==> src/rtl/dma_copy.sv <==
// Word-granular memory copy engine: one read then one write per 32-bit word over a single valid/ready port.
// Start to first request is 1 cycle; each word takes 4 cycles at unit responder latency; dma_ready stalls indefinitely.
module dma_copy #(
    parameter int CNT_WIDTH = 16
) (
    input  logic                 clk,
    input  logic                 rst,
    input  logic                 start,
    input  logic [31:0]          src_addr,
    input  logic [31:0]          dst_addr,
    input  logic [CNT_WIDTH-1:0] word_count,
    input  logic                 abort,
    output logic                 busy,
    output logic                 done,
    output logic                 dma_valid,
    output logic                 dma_instr,
    output logic [31:0]          dma_addr,
    output logic [31:0]          dma_wdata,
    output logic [3:0]           dma_wstrb,
    input  logic [31:0]          dma_rdata,
    input  logic                 dma_ready
);

    typedef enum logic [2:0] {
        S_IDLE,
        S_RD_REQ,
        S_RD_WAIT,
        S_WR_REQ,
        S_WR_WAIT,
        S_DONE
    } state_t;

    state_t                 r_state;
    state_t                 w_next;
    logic [31:0]            r_src;
    logic [31:0]            r_dst;
    logic [31:0]            r_buf;
    logic [CNT_WIDTH-1:0]   r_rem;
    logic                   w_last;
    logic                   w_unused_lsbs;

    // Byte offsets are dropped at latch time, so requests are always word aligned.
    assign w_unused_lsbs = ^{src_addr[1:0], dst_addr[1:0]};
    assign w_last        = (r_rem == CNT_WIDTH'(1));

    always_ff @(posedge clk or negedge rst) begin
        if (!rst) begin
            r_state <= S_IDLE;
        end else begin
            r_state <= w_next;
        end
    end

    always_comb begin
        w_next = r_state;
        case (r_state)
            S_IDLE: begin
                if (start) begin
                    w_next = (word_count != '0) ? S_RD_REQ : S_DONE;
                end
            end
            S_RD_REQ:  w_next = abort ? S_IDLE : S_RD_WAIT;
            S_RD_WAIT: begin
                if (abort) begin
                    w_next = S_IDLE;
                end else if (dma_ready) begin
                    w_next = S_WR_REQ;
                end
            end
            S_WR_REQ:  w_next = abort ? S_IDLE : S_WR_WAIT;
            S_WR_WAIT: begin
                if (abort) begin
                    w_next = S_IDLE;
                end else if (dma_ready) begin
                    w_next = w_last ? S_DONE : S_RD_REQ;
                end
            end
            S_DONE:    w_next = S_IDLE;
            default:   w_next = S_IDLE;
        endcase
    end

    always_ff @(posedge clk or negedge rst) begin
        if (!rst) begin
            r_src <= '0;
            r_dst <= '0;
            r_buf <= '0;
            r_rem <= '0;
        end else begin
            case (r_state)
                S_IDLE: begin
                    if (start) begin
                        r_src <= {src_addr[31:2], 2'b00};
                        r_dst <= {dst_addr[31:2], 2'b00};
                        r_rem <= word_count;
                    end
                end
                S_RD_WAIT: begin
                    if (dma_ready && !abort) begin
                        r_buf <= dma_rdata;
                    end
                end
                S_WR_WAIT: begin
                    // Address wrap past 0xFFFFFFFC falls out of the 32-bit add.
                    if (dma_ready && !abort) begin
                        r_src <= r_src + 32'd4;
                        r_dst <= r_dst + 32'd4;
                        r_rem <= r_rem - CNT_WIDTH'(1);
                    end
                end
                default: ;
            endcase
        end
    end

    assign dma_instr = 1'b0;

    always_comb begin
        busy      = (r_state != S_IDLE);
        done      = (r_state == S_DONE);
        dma_valid = 1'b0;
        dma_addr  = '0;
        dma_wdata = '0;
        dma_wstrb = 4'h0;
        case (r_state)
            S_RD_REQ: begin
                dma_valid = 1'b1;
                dma_addr  = r_src;
            end
            S_WR_REQ: begin
                dma_valid = 1'b1;
                dma_addr  = r_dst;
                dma_wdata = r_buf;
                dma_wstrb = 4'hF;
            end
            default: ;
        endcase
    end

endmodule

==> config.mk <==
export PLATFORM = sky130hd
export DESIGN_NAME = dma_copy
export DESIGN_NICKNAME = d
export VERILOG_FILES = /design/src/rtl/dma_copy.sv
export SDC_FILE = /design/constraint.sdc
export NUM_CORES = 1
export LEC_CHECK = 0
export BUFFER_PORTS_ARGS = -buffer_cell sky130_fd_sc_hd__buf_2
export CORE_AREA = 5 5 115 117
export CTS_BUF_LIST = sky130_fd_sc_hd__clkbuf_8
export DETAILED_ROUTE_END_ITERATION = 8
export DIE_AREA = 0 0 120 122
export HOLD_SLACK_MARGIN = 0.1
export PLACE_DENSITY = 0.87
export SETUP_SLACK_MARGIN = 0.15
export SYNTH_ARGS = -nofsm -noshare
export SYNTH_HDL_FRONTEND = slang
export SYNTH_SLANG_ARGS = --single-unit
==> constraint.sdc <==
create_clock -name clk -period 4.7 [get_ports clk]
set_input_delay 0.94 -clock clk [delete_from_list [all_inputs] [get_ports clk]]
set_output_delay 0.94 -clock clk [all_outputs]
set_load 0.05 [all_outputs]
# Word-level counts from Yosys, hierarchy flattened
# Index checks and enable logic that the tools add are counted.
# W data, S select, Z words.
# word_totals
ff_bits	115
out_inout_bits	72
# op_classes
mux	23
reduce_logical	10
n_eq_ne	10
n_addsub	3
# ops
op	n
$pmux W32 S2	3
$mux W32	5
$add A32 B3 Y32 const B	2
$mux W16	2
$pmux W16 S2	1
$mux W3	8
$eq A16 B1 Y1 const B	1
$reduce_bool A16 Y1	1
$sub A16 B1 Y16 const B	1
$pmux W3 S5	1
$eq A3 B2 Y1 const B	2
$eq A3 B3 Y1 const B	2
$ne A3 B3 Y1 const B	2
$reduce_and A3 Y1	2
$mux W4	1
$ne A2 B2 Y1 const B	2
$eq A3 B1 Y1 const B	1
$logic_not A3 Y1	1
$reduce_bool A3 Y1	1
$mux W2	1
$reduce_and A2 Y1	1
$reduce_bool A2 Y1	1
$reduce_or A2 Y1	1
$logic_and A1 B1 Y1	1
other kinds (2)	2

# Logic depth before layout (Yosys ltp)
# logic_depth
ltp_word	5
ltp_mapped	8

# Worst setup path before layout
# Ideal clock, no wire load.
# synth_path
path_kind	register -> output
start	reg r_state[1]
end	out done
arrival_ps	2191
stages_incl_launch_ff	5
slack_ps	1569
cell_sequence	dfrtp_1 buf_1 clkbuf_1 clkbuf_1 nor3b_1
# synth_between
elab_chain_len	1
# synth_rtl
item	line_no	rtl
start: declaration	33	state_t r_state;
start signal: assignment	50	r_state <= w_next;
$eq A3 B3 Y1	120	done = (r_state == S_DONE);
end: declaration	14	output logic done,
# Every way passes these cells.

# Worst setup path after layout
# layout_path
start	reg r_state[1]
end	out dma_addr[18]
# layout_between
elab_chain_len	2
word_cells_on_any_way	3
classes_between	eq/ne: 2; mux: 1
# layout_rtl
item	line_no	rtl
$eq A3 B2 Y1 or $eq A3 B1 Y1 (tied branches)	125	case (r_state)
$pmux W32 S2 *	125	
end: declaration	17	output logic [31:0] dma_addr,
# Mark *: on every way between the ends. The rest lies on a longest branch, timed or not.

==> flow_summary_export.csv <==
group,metric,value,unit
logic_synthesis,seq_area_frac_synth,40.26,%
setup_path,reg2reg_from,"r_state[1]",
power_and_ir_drop,ir_drop,0.3808,mV
power_and_ir_drop,total_power,5530,uW
logic_synthesis,yosysTopAreaCell,"dfrtp_1",
detailed_routing,route.vias.total,7008,
finish,drive_above_1_share,26.72,%
timing,tns,0,ps
floorplan,coreArea,12260,um^2
finish,area_growth,17.70,%
detailed_routing,drtIter0Drc,723,
floorplan,initial_utilization,56.27,%
floorplan,die_h,122,um
logic_synthesis,syn_inst,815,
finish,final_nets,1074,
floorplan,die_area,14640,um^2
logic_synthesis,avgSynthCellArea,8.465,um^2
clock_tree,cts_tree,"built",
grt,grt_pass1_vias,6586,
finish,design_area,8120,um^2
grt,grt_pass1_wl,32600,um
detailed_routing,routed_wl,20270,um
place,dp_hpwl,13950,um
clock_tree,post-cts-setup-buffer-count,0,
setup_path,startpoint_type,"flip-flop",
logic_synthesis,ys_ff_latch,111,
grt,grt_antenna_before_repair,0,
logic_synthesis,synth_edf_count,0,
setup_path,rr_endpoint,"r_dst[31]",
finish,diodes,0,
hold_path,whs_path_depth,1,
logic_synthesis,synthFlopType,"dfrtp_1",
logic_synthesis,syn_area,6899,um^2
timing,finalHoldViolations,0,
flow_run,cap_violations,0,
setup_path,worstRegToRegCells,6,
detailed_routing,wl_per_cell,18.30,um
power_and_ir_drop,power.density,681.0,nW/um^2
logic_synthesis,synth_most_common_cell,"dfrtp_1",
floorplan,fp.dieW,120,um
setup_path,worstSetupPathType,"flip-flop to primary output",
detailed_routing,drcViolationCount,0,
setup_path,required,3760,ps
floorplan,ios,189,
setup_path,critPathCaptureType,"primary output",
timing,fin_crit_sh,71.33,%
logic_synthesis,yosys-top-cells-area,"dfrtp_1 40%, mux2_2 5.4%, nor2_1 4.9%",
logic_synthesis,synth_common_cells,"111 x dfrtp_1, 90 x nor2_1, 68 x nand2_1",
place,placed_area,7860,um^2
detailed_routing,ant_nets,0,
place,gp_congestion,0.8911,
finish,nFillCells,1058,
clock_tree,cts.path.max_buffers,2,
logic_synthesis,yosysWarnings,0,
timing,rsz0062_at_grt,"no",
clock_tree,post_cts_resized,0,
hold_path,hold_start,"r_buf[11]",
power_and_ir_drop,cellLeakagePower,0.003717,uW
clock_tree,h-tree-depth,3,
detailed_routing,viasPerCell,6.325,
logic_synthesis,synth.distinct_cells,57,
clock_tree,postCtsHoldBufs,0,
timing,setup_viol,0,
clock_tree,cts_sinks,111,
timing,layout_min_cycle_time,3352,ps
timing,max_freq,298.3,MHz
grt,grtUsageTotal,27.35,%
clock_tree,clkLatencyLatePin,390,ps
timing,tightest_slew,934.4,ps
grt,grt_max_degree,120,
hold_path,worst_hold_path.endpoint,"r_buf[11]",
setup_path,arrival,2410,ps
hold_path,min_path_type,"flip-flop to flip-flop",
floorplan,placementRows,41,
outcome,status,"finished clean",
setup_path,r2r_setup_slack,1780,ps
place,port_buffers,181,
timing,fin_skew,9.623,ps
clock_tree,cts_buffers,9,
detailed_routing,drt_pass1_iterations,6,
clock_tree,root_buffer,"clkbuf_8",
setup_path,critPathMaxFanout,45,
clock_tree,clk_pin_slew,100,ps
timing,slew_headroom,37.71,%
logic_synthesis,synth_top_cell_area_share,40.26,%
timing,maxSlewViolCount,0,
logic_synthesis,async_flop_share,100.0,%
grt,overflow,0,
[per-layer routing]
| metal | vias to the layer above | share of wire (%) | track usage [%] | wire length, um |
|---|---|---|---|---|
| met1 | 3306 | 41 | 36.56 | 8339 |
| met3 | 54 | 7.3 | 3.203 | 1478 |
| li1 | 3280 | - | - | - |
| met5 | - | 0 | 0 | 0 |
| met4 | 0 | 3.0 | 11.17 | 601 |
| met2 | 368 | 49 | 45.52 | 9852 |
[worst max-delay path by stage]
stage               start  slack, ps            to  depth (start not counted)
4_1_cts        r_state[1]       1350  dma_addr[11]                          4
3_5_place_dp        abort       1770     r_src[23]                          6
5_1_grt        r_state[0]       1160  dma_wstrb[2]                          5
3_3_place_gp        abort       1790     r_src[23]                          6
6_report       r_state[1]       1350  dma_addr[18]                          4
2_1_floorplan  r_state[1]       1570          done                          4
[cell families (layout without fill, tap and decap cells)]
kind of cell             count (synthesis)  count (layout)  synth area share (%)
AND/OR/NAND/NOR                        346             346                 25.08
AO/OA/AOI/OAI                          207             207                 18.82
flip-flops                             111             111                 40.26
buffers and inverters                   78             219                 4.624
multiplexers                            66              66                 10.17
adder cells (fa/ha/maj)                  4               4                0.7255
XOR/XNOR                                 2               2                0.2539
other                                    1               3               0.05435
[state kept, by name, indices dropped and copies added, names as in the netlist]
name,count
r_state,3
r_src,30
r_buf,32
r_rem,16
r_dst,30
[power by group]
| part | total, uW | switching [uW] | leakage [uW] | internal, uW |
|---|---|---|---|---|
| registers | 2020 | 588 | 0.00131 | 1430 |
| logic | 2770 | 1770 | 0.00227 | 992 |
| clock network | 746 | 341 | 0.000131 | 405 |
| total | 5530 | 2700 | 0.00372 | 2830 |
[worst max-delay path, cell delays in order, from the launching register on]
cell     delay [ps]
dfrtp_2         830
buf_4           590
mux2i_1         310
nor2_1           60
buf_2           220
[per-stage QoR]
stage | std cells | hold WS, ps | worst slack, ps | util [%]
final | 1108 | 507.2 | 1348 | 66.23
after global routing | 1108 | 532.4 | 1160 | 66.23
after CTS | 1108 | 510.3 | 1354 | 66.23
after detailed placement | 1092 | 486.9 | 1766 | 64.11
after global placement | 1092 | 478.7 | 1788 | 64.11
after floorplan | 817 | 470.1 | 1569 | -
[cell type report]
class	instances	area [um^2]	area share [%]
clock buffer	9	123.9	1.525
clock inverter	7	136.4	1.680
inverter	9	33.78	0.4160
multi-input combinational	628	3829	47.15
sequential	111	2779	34.22
tap	150	187.7	2.311
timing repair buffer	194	1031	12.70
[placed cells by master (no fill, tap or decap), types with 7 or more instances in the layout]
cell | synthesis | final
a21oi_1 | 67 | 67
a22oi_1 | 9 | 9
a2bb2oi_1 | 13 | 13
a31oi_1 | 7 | 7
and3_1 | 40 | 40
buf_2 | 3 | 180
buf_4 | 6 | 12
clkbuf_8 | 0 | 9
dfrtp_1 | 111 | 110
inv_1 | 9 | 10
mux2_2 | 33 | 33
mux2i_1 | 33 | 33
nand2_1 | 68 | 68
nand3_1 | 56 | 56
nand4_1 | 16 | 16
nor2_1 | 90 | 90
nor3_1 | 18 | 18
nor4_1 | 14 | 14
o211ai_1 | 9 | 9
o21ai_0 | 46 | 46
o22a_1 | 7 | 7
o22ai_1 | 17 | 17
or3_1 | 13 | 13
Power figures use the tool's default switching activity.
